<file path="src/rtl/addsub_limb_seq.sv">
// addsub_limb_seq: wide add/subtract sequencer that reuses one W-bit adder
// across the N-bit operands, one limb per cycle, least-significant limb first.
// Valid/ready handshakes on both the operand side and the result side.
module addsub_limb_seq #(
    parameter int N = 256,
    parameter int W = 64
) (
    input  logic         clk,
    input  logic         rst,
    input  logic         in_valid,
    output logic         in_ready,
    input  logic [N-1:0] a,
    input  logic [N-1:0] b,
    input  logic         sub,
    input  logic         cin,
    output logic         out_valid,
    input  logic         out_ready,
    output logic [N-1:0] sum,
    output logic         cout,
    output logic         busy
);

    localparam int L  = N / W;
    localparam int IW = (L > 1) ? $clog2(L) : 1;

    localparam logic [IW-1:0] LAST_IDX = IW'(L - 1);

    localparam logic [1:0] S_IDLE = 2'd0;
    localparam logic [1:0] S_RUN  = 2'd1;
    localparam logic [1:0] S_DONE = 2'd2;

    logic [1:0]    state;
    logic [N-1:0]  a_q;
    logic [N-1:0]  b_q;
    logic          sub_q;
    logic          carry;
    logic [IW-1:0] idx;

    logic [W-1:0]  a_limb;
    logic [W-1:0]  b_limb;
    logic [W-1:0]  s_limb;
    logic          c_limb;

    assign in_ready  = (state == S_IDLE);
    assign out_valid = (state == S_DONE);
    assign busy      = (state != S_IDLE);

    // Shared limb adder: subtraction uses a + ~b with the inverted borrow as carry.
    always_comb begin
        a_limb = a_q[idx*W +: W];
        b_limb = b_q[idx*W +: W] ^ {W{sub_q}};
        {c_limb, s_limb} = {1'b0, a_limb} + {1'b0, b_limb} + {{W{1'b0}}, carry};
    end

    // Sequencer: accept operands, walk limbs LSB first, hold result until taken.
    always_ff @(posedge clk or posedge rst) begin
        if (rst) begin
            state <= S_IDLE;
            a_q   <= '0;
            b_q   <= '0;
            sub_q <= 1'b0;
            carry <= 1'b0;
            idx   <= '0;
            sum   <= '0;
            cout  <= 1'b0;
        end else begin
            case (state)
                S_IDLE: begin
                    if (in_valid) begin
                        a_q   <= a;
                        b_q   <= b;
                        sub_q <= sub;
                        carry <= cin ^ sub;
                        idx   <= '0;
                        state <= S_RUN;
                    end
                end
                S_RUN: begin
                    sum[idx*W +: W] <= s_limb;
                    carry           <= c_limb;
                    if (idx == LAST_IDX) begin
                        // Final carry of a + ~b + ~bin is the inverted borrow.
                        cout  <= c_limb ^ sub_q;
                        state <= S_DONE;
                    end else begin
                        idx <= idx + 1'b1;
                    end
                end
                S_DONE: begin
                    if (out_ready) begin
                        state <= S_IDLE;
                    end
                end
                default: begin
                    state <= S_IDLE;
                end
            endcase
        end
    end

endmodule

</file>
<file path="config.mk">
export PLATFORM = sky130hd
export DESIGN_NAME = addsub_limb_seq
export DESIGN_NICKNAME = d
export VERILOG_FILES = /design/src/rtl/addsub_limb_seq.sv
export SDC_FILE = /design/constraint.sdc
export NUM_CORES = 2
export LEC_CHECK = 0
export CORE_AREA = 2 2 306 308
export CTS_BUF_LIST = sky130_fd_sc_hd__clkbuf_4
export DETAILED_ROUTE_END_ITERATION = 10
export DIE_AREA = 0 0 308 310
export PLACE_DENSITY = 0.72
export SLEW_MARGIN = 20
export SYNTH_ARGS = -nofsm -noshare
export SYNTH_HDL_FRONTEND = slang
export SYNTH_SLANG_ARGS = --single-unit
</file>
<file path="constraint.sdc">
create_clock -name clk -period 54 [get_ports clk]
set_input_delay 10.8 -clock clk [delete_from_list [all_inputs] [get_ports clk]]
set_output_delay 10.8 -clock clk [all_outputs]
set_load 0.03 [all_outputs]
</file>
==> impl_metrics.yaml <==
floorplan:
  fp.coreArea_mm2: 0.0925
  io_pins: 778
  start_util: 0.388
  die_area_mm2: 0.0955
  die_x_um: 308
  num_rows: 112
  die_height_um: 310
synth:
  ys_seq_area_frac: 0.540
  synthAdderAreaFrac: 0.0252
  synth_edf_count: 0
  synth_seq_cells: 775
  synth_simple_gate_area_frac: 0.0331
  synth_area_per_cell_um2: 14.0
  synth_top_family_by_area: "multiplexers"
  synth.distinct_cells: 85
  synth_fp_nets: 3154
  ys_warn_count: 0
  ys.flop_type: "dfrtp_1"
  synth.area.mux_share: 0.243
  synth-xor-area-share: 0.0299
  async_reset_ff_frac: 1.00
  synth_area_mm2: 0.0359
  synth_compound_area_frac: 0.106
  synthCells: 2565
cts:
  root_buffer: "clkbuf_4"
  cts.clk_slew.worst_paths_ps: 60
  cts_hold_buf: 0
  cts_inserted_buffers: 204
  cts_tree: "built"
  post_cts_buffers: 0
  cts_resized: 0
  cts_sinks: 775
  cts_buffer_depth: 3
  h-tree-depth: 4
  worst_skew_pair.late_latency_ps: 1110
min_path:
  hold_class: "register to register"
route:
  drt-vias-per-instance: 5.40
  num_vias: 25800
  drc: 0
  drt_iter0_drc: 1582
  drtAntennaViolNets: 0
  wl_per_cell_um: 24.6
  firstDrtPassIters: 5
  wirelength_um: 118000
global_routing:
  grt_pass1_wl_um: 172000
  met1_usage: 0.308
  grt_pass1_vias: 26800
  grt_overflow_total: 0
  grt_util_all_layers: 0.242
  busiest_layer: "met2"
  grt_util_met3: 0.0748
  grt.met2_usage: 0.393
  antenna_found_initial: 30
  grt_max_degree: 173
cells_and_area:
  area_growth_syn_to_layout_pct: 31.9
  layout-drive-gt1-share: 0.291
  fin_nets: 3991
setup_path:
  cpMaxStageDelayCell: "buf_4"
  crit_required_ps: 54910
  endpoint_kind: "register"
  cp_cell_sequence: "clkdlybuf4s50_1, and2_4, buf_4, buf_4, buf_4, mux2_2"
  cp_common_cell: "buf_4"
  start_kind: "primary input"
  crit_fanout: 76
  max_stage_delay_ps: 900
  crit_arrival_ps: 15210
  worstSetupPathType: "primary input to register"
sta:
  rsz0062_at_grt: "false"
  tns_ps: 0
  post-route-min-period_ps: 14300
  hold_viol: 0
  fmax_mhz: 69.9
  slew_headroom: 0.248
  fin_skew_ps: 94.2
  worst_slew_pin_slew_ps: 1120
  slew_violations: 0
  period_share: 0.265
  setup_viol: 0
place:
  io_buffers: 777
  place_congestion: 0.852
  hpwlAfterDp_um: 88000
flow_run:
  maxCapViolCount: 0
status:
  status: "finished clean"
worst paths after layout:
kind                            startpoint        to  slack [ps]  cells after the start
worst max-delay path              in_valid   a_q[95]       39700                      6
worst min-delay path               sum[39]   sum[39]         480                      2
worst max register to register      idx[0]   sum[38]       47470                     14
worst min register to register     sum[39]   sum[39]         480                      2
max in group asynchronous              rst  b_q[160]       39880                      6
min in group asynchronous              rst  sum[129]       10240                      2
critical path: cells and delay by family:
kind / cells / cell delay [ps]
buffers and inverters: 4 / 3000
AND/OR/NAND/NOR: 1 / 870
multiplexers: 1 / 410
cell usage in the layout (no fill, tap or decap), drive strengths merged, types with 54 or more instances in the layout:
cell	n
nor2	54
o21ai	72
ha	69
clkdlybuf4s50	777
a22o	216
a21oi	84
xor2	82
clkbuf	304
mux4	128
mux2	513
dfrtp	775
nand2	97
kinds of logic (layout without fill, tap and decap cells):
| kind of cell | count (synthesis) | in the layout |
|---|---|---|
| buf+inv | 206 | 1193 |
| simple gates | 249 | 249 |
| xor+xnor | 121 | 121 |
| mux | 646 | 646 |
| other cells | 0 | 29 |
| flops | 775 | 775 |
| fa+ha+maj | 71 | 71 |
| compound gates | 497 | 497 |
cell usage after synthesis, types with 17 or more instances:
library cell / number / share of area
a21o_1: 22 / 0.0046
a21oi_1: 83 / 0.012
a22o_1: 216 / 0.053
buf_1: 20 / 0.0021
clkbuf_1: 140 / 0.015
dfrtp_1: 775 / 0.54
ha_1: 69 / 0.024
inv_1: 27 / 0.0028
mux2_2: 513 / 0.16
mux4_2: 128 / 0.080
nand2_1: 96 / 0.010
nand4_1: 17 / 0.0030
nor2_1: 54 / 0.0056
o21ai_0: 57 / 0.0079
xnor2_1: 38 / 0.0093
xor2_1: 81 / 0.020
per-layer routing:
| layer | part of all wire | wire length [µm] |
|---|---|---|
| met5 | 0.0010 | 119 |
| met4 | 0.024 | 2780 |
| met3 | 0.079 | 9280 |
| met2 | 0.49 | 57100 |
| met1 | 0.41 | 48300 |
stage by stage:
step                instance area [µm²]  cells  setup WS [ps]  hold WS (ps)  utilization
floorplan                         35900   2565          21440           475            -
finish                            47300   4778          39700           481        0.512
detailed placement                44800   4393          38450           469        0.484
CTS                               47300   4749          39630           483        0.511
global placement                  44800   4393          38450           462        0.484
global route                      47300   4772          39320           508        0.512
sequential cells by signal, indices dropped and copies added (netlist names):
register / flops
cout: 1
state: 2
b_q: 256
sub_q: 1
sum: 256
idx: 2
a_q: 256
carry: 1
layout make-up:
type | count | area (µm²)
fillers | 7949 | 45100
flip-flops and latches | 775 | 19400
multi-input cells | 1584 | 15700
repair buffers | 810 | 8040
clock buffers | 304 | 2280
well taps | 1197 | 1500
clock inverters | 52 | 225
inverters | 27 | 114
diodes | 29 | 72.6
Power is left out: the tool's default activity adds up to more than one toggle a clock period on the data nets, which glitch-free logic cannot reach.
